===== config.mk =====
export PLATFORM = sky130hd
export DESIGN_NAME = fetch_pc_unit_flat
export DESIGN_NICKNAME = d
export VERILOG_FILES = /design/src/rtl/fetch_pc_if.sv /design/src/rtl/fetch_pc_unit.sv /design/src/flat_wrapper.sv
export SDC_FILE = /design/constraint.sdc
export NUM_CORES = 1
export LEC_CHECK = 0
export ABC_AREA = 1
export BUFFER_PORTS_ARGS = -buffer_cell sky130_fd_sc_hd__buf_2
export CAP_MARGIN = 20
export CORE_UTILIZATION = 45
export DETAILED_ROUTE_END_ITERATION = 16
export PLACE_DENSITY = 0.73
export SYNTH_ARGS = -nofsm -noshare
export SYNTH_HDL_FRONTEND = slang
export SYNTH_SLANG_ARGS = --single-unit

===== constraint.sdc =====
create_clock -name clk -period 2.8 [get_ports clk]
set_clock_uncertainty 0.2 [all_clocks]
set_input_delay 0.56 -clock clk [delete_from_list [all_inputs] [get_ports clk]]
set_output_delay 0.56 -clock clk [all_outputs]
set_load 0.005 [all_outputs]

===== src/rtl/fetch_pc_if.sv =====
// Fetch PC unit bus: pipeline control and resolution inputs, fetch/E-stage state outputs.
interface fetch_pc_if #(
   parameter int PC_W = 8
);
   logic            stall;
   logic            prediction;
   logic            branchE;
   logic            takenE;
   logic [PC_W-1:0] targetE;
   logic [PC_W-1:0] pc;
   logic [PC_W-1:0] pcE;
   logic            predE;
   logic            validE;
   logic            mispredict;
   logic [7:0]      mispredict_cnt;

   modport slave (
      input  stall, prediction, branchE, takenE, targetE,
      output pc, pcE, predE, validE, mispredict, mispredict_cnt
   );

   modport master (
      output stall, prediction, branchE, takenE, targetE,
      input  pc, pcE, predE, validE, mispredict, mispredict_cnt
   );
endinterface


===== src/rtl/fetch_pc_unit.sv =====
// Fetch PC generation with F->D->E tracking, E-stage branch resolution and an optional
// direct-mapped BTB enabled by the FETCH_BTB_EN macro.
module fetch_pc_unit #(
   parameter int PC_W      = 8,
   parameter int BTB_IDX_W = 4,
   parameter int RESET_PC  = 0
) (
   input  logic       clk,
   input  logic       reset,
   fetch_pc_if.slave  bus
);
   localparam logic [PC_W-1:0] PC_ONE  = PC_W'(1);
   localparam logic [PC_W-1:0] PC_RST  = PC_W'(RESET_PC);
   localparam logic [7:0]      CNT_MAX = 8'hFF;

   logic [PC_W-1:0] r_pc;
   logic [PC_W-1:0] r_d_pc;
   logic [PC_W-1:0] r_d_tgt;
   logic            r_d_pred;
   logic            r_d_valid;
   logic [PC_W-1:0] r_e_pc;
   logic [PC_W-1:0] r_e_tgt;
   logic            r_e_pred;
   logic            r_e_valid;
   logic [7:0]      r_cnt;

   logic            w_predF;
   logic [PC_W-1:0] w_tgtF;
   logic [PC_W-1:0] w_pc_next;
   logic            w_mis;

`ifdef FETCH_BTB_EN
   localparam int TAG_W = PC_W - BTB_IDX_W;
   localparam int BTB_N = 1 << BTB_IDX_W;

   logic                 r_btb_valid [BTB_N];
   logic [TAG_W-1:0]     r_btb_tag   [BTB_N];
   logic [PC_W-1:0]      r_btb_tgt   [BTB_N];
   logic [BTB_IDX_W-1:0] w_rd_idx;
   logic [BTB_IDX_W-1:0] w_wr_idx;
   logic                 w_hit;
   logic                 w_btb_we;

   assign w_rd_idx = r_pc[BTB_IDX_W-1:0];
   assign w_wr_idx = r_e_pc[BTB_IDX_W-1:0];
   assign w_hit    = r_btb_valid[w_rd_idx] && (r_btb_tag[w_rd_idx] == r_pc[PC_W-1:BTB_IDX_W]);
   assign w_btb_we = r_e_valid & bus.branchE & bus.takenE;

   // F-stage prediction: redirect only when the predictor says taken and the BTB knows the target
   always_comb begin
      w_predF = bus.prediction & w_hit;
      if (w_predF) begin
         w_tgtF = r_btb_tgt[w_rd_idx];
      end else begin
         w_tgtF = r_pc + PC_ONE;
      end
   end

   // BTB fill on every resolved-taken branch; reads this cycle still see the old entry
   always_ff @(posedge clk or posedge reset) begin
      if (reset) begin
         for (int i = 0; i < BTB_N; i++) begin
            r_btb_valid[i] <= 1'b0;
            r_btb_tag[i]   <= '0;
            r_btb_tgt[i]   <= '0;
         end
      end else if (w_btb_we) begin
         r_btb_valid[w_wr_idx] <= 1'b1;
         r_btb_tag[w_wr_idx]   <= r_e_pc[PC_W-1:BTB_IDX_W];
         r_btb_tgt[w_wr_idx]   <= bus.targetE;
      end
   end
`else
   localparam int unused_btb_idx_w = BTB_IDX_W;
   logic w_unused_prediction;
   assign w_unused_prediction = bus.prediction;

   // Without a BTB the front end always falls through
   always_comb begin
      w_predF = 1'b0;
      w_tgtF  = r_pc + PC_ONE;
   end
`endif

   // Resolution check against what the front end assumed when it fetched the E instruction
   always_comb begin
      w_mis = 1'b0;
      if (r_e_valid && bus.branchE) begin
         if (bus.takenE != r_e_pred) begin
            w_mis = 1'b1;
         end else if (bus.takenE && (r_e_tgt != bus.targetE)) begin
            w_mis = 1'b1;
         end else begin
            w_mis = 1'b0;
         end
      end else begin
         w_mis = 1'b0;
      end
   end

   // Next fetch address: redirect beats stall beats prediction
   always_comb begin
      w_pc_next = r_pc;
      if (w_mis) begin
         if (bus.takenE) begin
            w_pc_next = bus.targetE;
         end else begin
            w_pc_next = r_e_pc + PC_ONE;
         end
      end else if (bus.stall) begin
         w_pc_next = r_pc;
      end else begin
         w_pc_next = w_tgtF;
      end
   end

   // PC and the two pipeline registers that carry the fetch-time assumptions to E
   always_ff @(posedge clk or posedge reset) begin
      if (reset) begin
         r_pc      <= PC_RST;
         r_d_pc    <= '0;
         r_d_tgt   <= '0;
         r_d_pred  <= 1'b0;
         r_d_valid <= 1'b0;
         r_e_pc    <= '0;
         r_e_tgt   <= '0;
         r_e_pred  <= 1'b0;
         r_e_valid <= 1'b0;
      end else begin
         r_pc <= w_pc_next;
         if (w_mis) begin
            r_d_valid <= 1'b0;
         end else if (!bus.stall) begin
            r_d_valid <= 1'b1;
            r_d_pc    <= r_pc;
            r_d_pred  <= w_predF;
            r_d_tgt   <= w_tgtF;
         end
         if (w_mis || bus.stall) begin
            r_e_valid <= 1'b0;
            r_e_pred  <= 1'b0;
         end else begin
            r_e_valid <= r_d_valid;
            r_e_pc    <= r_d_pc;
            r_e_pred  <= r_d_pred;
            r_e_tgt   <= r_d_tgt;
         end
      end
   end

   // Saturating misprediction counter
   always_ff @(posedge clk or posedge reset) begin
      if (reset) begin
         r_cnt <= 8'd0;
      end else if (w_mis && (r_cnt != CNT_MAX)) begin
         r_cnt <= r_cnt + 8'd1;
      end
   end

   assign bus.pc             = r_pc;
   assign bus.pcE            = r_e_pc;
   assign bus.predE          = r_e_pred;
   assign bus.validE         = r_e_valid;
   assign bus.mispredict     = w_mis;
   assign bus.mispredict_cnt = r_cnt;
endmodule


===== src/flat_wrapper.sv =====
// flat-port wrapper written by rule: the top's interface ports become plain ports
module fetch_pc_unit_flat 
#(
   parameter int PC_W      = 8,
   parameter int BTB_IDX_W = 4,
   parameter int RESET_PC  = 0
)
  (clk, reset, bus_stall, bus_prediction, bus_branchE, bus_takenE, bus_targetE, bus_pc, bus_pcE, bus_predE, bus_validE, bus_mispredict, bus_mispredict_cnt);
  fetch_pc_if #(.PC_W(PC_W)) bus_i ();
  input  logic clk;
  input  logic reset;
  input wire logic [$bits(bus_i.stall)-1:0] bus_stall;
  input wire logic [$bits(bus_i.prediction)-1:0] bus_prediction;
  input wire logic [$bits(bus_i.branchE)-1:0] bus_branchE;
  input wire logic [$bits(bus_i.takenE)-1:0] bus_takenE;
  input wire logic [$bits(bus_i.targetE)-1:0] bus_targetE;
  output wire logic [$bits(bus_i.pc)-1:0] bus_pc;
  output wire logic [$bits(bus_i.pcE)-1:0] bus_pcE;
  output wire logic [$bits(bus_i.predE)-1:0] bus_predE;
  output wire logic [$bits(bus_i.validE)-1:0] bus_validE;
  output wire logic [$bits(bus_i.mispredict)-1:0] bus_mispredict;
  output wire logic [$bits(bus_i.mispredict_cnt)-1:0] bus_mispredict_cnt;
  assign bus_i.stall = bus_stall;
  assign bus_i.prediction = bus_prediction;
  assign bus_i.branchE = bus_branchE;
  assign bus_i.takenE = bus_takenE;
  assign bus_i.targetE = bus_targetE;
  assign bus_pc = bus_i.pc;
  assign bus_pcE = bus_i.pcE;
  assign bus_predE = bus_i.predE;
  assign bus_validE = bus_i.validE;
  assign bus_mispredict = bus_i.mispredict;
  assign bus_mispredict_cnt = bus_i.mispredict_cnt;
  fetch_pc_unit #(.PC_W(PC_W), .BTB_IDX_W(BTB_IDX_W), .RESET_PC(RESET_PC)) u_core (.clk(clk), .reset(reset), .bus(bus_i));
endmodule

==> qor.log <==
INFO  critical_path  crit_start_category=flop
INFO  synthesis      synth_largest_type_area_fraction=50.3%
INFO  clocking       clockRootBuffer=sky130_fd_sc_hd__clkbuf_8
INFO  die            initial_core_util=48.8%
INFO  timing         final.min_clock_period=1940ps
INFO  synthesis      synth.yosys.warnings=0
INFO  detailed_routing num_vias=1410
INFO  detailed_routing avgViaCountPerCell=4.73
INFO  synthesis      ys_top_cells_by_area=sky130_fd_sc_hd__dfrtp_1 50%, sky130_fd_sc_hd__nand2_1 18%, sky130_fd_sc_hd__nand3_1 4.7%
INFO  synthesis      syn-mean-instance-area=8.06um2
INFO  min_path       hold_path_class=input port to async pin
INFO  clocking       cts-resized-gates=0
INFO  synthesis      seq_area_frac_synth=50.3%
INFO  clocking       cts_tree=built
INFO  layout         syn2layout_area_growth=18.1%
INFO  critical_path  critPathTopFamily=flip-flops
INFO  status         outcome=finished clean
INFO  critical_path  timing.reg2reg.worst_path_depth=5
INFO  grt            grt_antenna_before_repair=0
INFO  detailed_routing drc_violations_left=0
INFO  grt            first_global_vias=1300
INFO  placed_design  gp_congestion=0.824
INFO  clocking       cts_buffers=5
INFO  die            core_area=3470um2
INFO  timing         totalNegativeSetupSlack=0ps
INFO  power_and_ir_drop irDropWorstVdd=0.349mV
INFO  placed_design  numPortBuffers=38
INFO  layout         layout.nets=267
INFO  synthesis      syn_nets=226
INFO  power_and_ir_drop power_report.internal_total=985uW
INFO  timing         fmax=0.517GHz
INFO  timing         finalHoldViolations=0
INFO  power_and_ir_drop p_leak=1.08nW
INFO  critical_path  path_cells=nand3_4 > inv_4 > buf_2
INFO  flow_run       cap_viol_max_count=0
INFO  clocking       numClockSinks=34
INFO  clocking       cts.clk_slew.worst_paths=70ps
INFO  die            placement_rows=21
INFO  power_and_ir_drop seqPwrFrac=49.9%
INFO  critical_path  top_fanout_value_on_the_critical_path=11
INFO  critical_path  crit_type=flop to output pin
INFO  timing         finalSetupViolCount=0
INFO  critical_path  timing.rr.end=u_core.r_d_pc[0]$_DFFE_PP0P_
INFO  synthesis      synthesis.area=1690um2
INFO  synthesis      yosys_top_cell_by_area=sky130_fd_sc_hd__dfrtp_1
INFO  critical_path  source_of_the_worst_register_to_register_timing_path=u_core.bus.validE$_DFF_PP0_
INFO  clocking       cts_max_path_buffers=2
INFO  power_and_ir_drop netSwitchingPower=494uW
INFO  power_and_ir_drop p_comb_share=25.3%
INFO  critical_path  setup.reg_to_reg.worst_slack=1270ps
INFO  critical_path  worst-endpoint-required=2040ps
INFO  die            die_outline_area=4010um2
INFO  grt            global_route.usage.total=19.3%
INFO  grt            largest_net_degree_at_the_start_of_global_routing=35
INFO  timing         period_utilization=69.1%
INFO  detailed_routing totalWireLength=3240um
INFO  critical_path  critical_path_arrival=1180ps
INFO  die            floorplan.die.width=63.3um
INFO  power_and_ir_drop power.density=740nW/um2
INFO  die            die_y=63.3um
INFO  detailed_routing drtIter0Drc=45
INFO  synthesis      number_of_cells_produced_by_synthesis=210
INFO  placed_design  dp_hpwl=2290um
INFO  detailed_routing detail_route.wl_per_cell=10.9um
INFO  layout         post-route-cell-area=2000um2
INFO  detailed_routing antenna_left=0
INFO  critical_path  timing.critical_path.slowest_stage_cell=sky130_fd_sc_hd__dfrtp_1
INFO  layout         drive_gt1_share=23.8%
INFO  layout         antenna_cells=0
INFO  clocking       cts_hold_buffers=0
INFO  clocking       cts.htree.levels=2
INFO  critical_path  end_kind=output pin
INFO  critical_path  cp.buffers_inverters=2
INFO  clocking       cts_setup_buffers=0
INFO  synthesis      synth-seq-cells=34
INFO  grt            grt.overflow.total=0
INFO  timing         maxSlewViolCount=0
INFO  timing         grt_setup_unrepaired=false
INFO  placed_design  dpl-instance-area=1910um2
INFO  synthesis      netlist-cell-type-count=27
INFO  die            num_io_pins=41
INFO  clocking       worst_skew_pair.late_latency=280ps
INFO  critical_path  crit_path_max_incr_delay=400ps
INFO  power_and_ir_drop clockPowerShare=24.8%
INFO  grt            grt_first_pass_wirelength=5830um
INFO  power_and_ir_drop swShare=33.4%
INFO  detailed_routing detailedRoute.firstPassIterationCount=5
## layout make-up
type                    instances  area, um2
clock buffers                   7       86.3
clock inverters                 1       5.00
fillers                       330       1470
inverters                      25       98.8
multi-input cells             146        703
flip-flops and latches         34        851
well taps                      46       57.6
repair buffers                 39        198
## synth_stat cells
cell type,count
sky130_fd_sc_hd__nand4_1,3
sky130_fd_sc_hd__nor2_1,11
sky130_fd_sc_hd__nand2_2,1
sky130_fd_sc_hd__nand3_4,1
sky130_fd_sc_hd__xor2_1,3
sky130_fd_sc_hd__buf_4,1
sky130_fd_sc_hd__nand2_1,81
sky130_fd_sc_hd__nor3_1,2
sky130_fd_sc_hd__inv_1,19
sky130_fd_sc_hd__buf_2,2
sky130_fd_sc_hd__dfrtp_1,34
sky130_fd_sc_hd__xnor2_1,1
sky130_fd_sc_hd__nand2_8,1
sky130_fd_sc_hd__nor2_2,2
sky130_fd_sc_hd__nand2_4,2
sky130_fd_sc_hd__conb_1,1
sky130_fd_sc_hd__nand3_1,16
sky130_fd_sc_hd__o21a_1,1
sky130_fd_sc_hd__nor2_4,1
sky130_fd_sc_hd__inv_4,2
sky130_fd_sc_hd__a21oi_1,3
sky130_fd_sc_hd__buf_6,2
sky130_fd_sc_hd__inv_2,4
sky130_fd_sc_hd__o211ai_1,1
sky130_fd_sc_hd__o21ai_1,2
sky130_fd_sc_hd__ha_1,2
sky130_fd_sc_hd__o21ai_0,11
## layer usage
layer / routed length [um] / GRT usage (%) / share of wire, %
met5: 0 / 0 / 0
met4: 94 / 11.1 / 2.9
met3: 161 / 3.99 / 5.0
met2: 1380 / 27.9 / 43
met1: 1600 / 26.8 / 49
## state kept, by name, summed over array words and instances (netlist names)
name and flops:
u_core.bus.mispredict_cnt 8, u_core.bus.pcE 8, u_core.bus.pc 8, u_core.r_d_pc 8, u_core.bus.validE 1, u_core.r_d_valid 1
## power groups by stage
stage / Combinational (mW) / Clock [mW] / Sequential (mW)
final: 0.374 / 0.367 / 0.739
after global routing: 0.440 / 0.401 / 0.764
after CTS: 0.380 / 0.376 / 0.738
after detailed placement: 0.376 / 0 / 0.747
after global placement: 0.367 / 0 / 0.748
after floorplan: 0.230 / 0 / 0.739
## worst max-delay path by stage
| stage | end | start | cells after the start | slack (ps) |
|---|---|---|---|---|
| final | bus_mispredict | u_core.bus.validE$_DFF_PP0_ | 3 | 860 |
| after global routing | bus_mispredict | u_core.bus.validE$_DFF_PP0_ | 3 | 790 |
| after CTS | bus_mispredict | u_core.bus.validE$_DFF_PP0_ | 3 | 850 |
| after detailed placement | bus_mispredict | bus_takenE | 4 | 890 |
| after global placement | bus_mispredict | bus_takenE | 4 | 910 |
| after floorplan | bus_mispredict | bus_takenE | 3 | 1130 |
## cell families after synthesis
logic type      synth area share (%)
other cells                    0.222
fa+ha+maj                       1.48
xor+xnor                        2.07
flops                           50.3
compound gates                  5.62
simple gates                    32.2
buf+inv                         8.20
## tightest hold or removal path, cell delays in order
cell,delay [ps]
sky130_fd_sc_hd__buf_2,90
sky130_fd_sc_hd__inv_1,40
sky130_fd_sc_hd__buf_4,370
## through the flow
step                total power, mW  instances  util (%)  hold WS [ps]  setup slack [ps]
floorplan                     0.968        210         -           242              1130
global placement               1.12        290      55.0           257               913
detailed placement             1.12        290      55.0           256               894
CTS                            1.49        298      57.6           172               845
global route                   1.60        298      57.6           210               786
finish                         1.48        298      57.6           163               864
## placed cells by master, fill, tap and decap left out
master,synthesis,layout
sky130_fd_sc_hd__o21a_1,1,1
sky130_fd_sc_hd__o21ai_0,11,11
sky130_fd_sc_hd__clkbuf_1,0,1
sky130_fd_sc_hd__nand4_1,3,3
sky130_fd_sc_hd__o21ai_1,2,2
sky130_fd_sc_hd__nand2_4,2,2
sky130_fd_sc_hd__xor2_1,3,3
sky130_fd_sc_hd__buf_4,1,1
sky130_fd_sc_hd__clkinv_2,0,1
sky130_fd_sc_hd__inv_1,19,19
sky130_fd_sc_hd__dfrtp_1,34,34
sky130_fd_sc_hd__inv_2,4,4
sky130_fd_sc_hd__ha_1,2,2
sky130_fd_sc_hd__nand3_1,16,16
sky130_fd_sc_hd__a21oi_1,3,3
sky130_fd_sc_hd__nand2_8,1,1
sky130_fd_sc_hd__nor3_1,2,2
sky130_fd_sc_hd__xnor2_1,1,1
sky130_fd_sc_hd__nor2_1,11,11
sky130_fd_sc_hd__buf_2,2,38
sky130_fd_sc_hd__nand2_2,1,1
sky130_fd_sc_hd__o211ai_1,1,1
sky130_fd_sc_hd__nor2_4,1,1
sky130_fd_sc_hd__nand3_4,1,1
sky130_fd_sc_hd__inv_4,2,2
sky130_fd_sc_hd__nand2_1,81,81
sky130_fd_sc_hd__clkbuf_8,0,6
sky130_fd_sc_hd__conb_1,1,1
sky130_fd_sc_hd__nor2_2,2,2
Power figures use the tool's default switching activity.
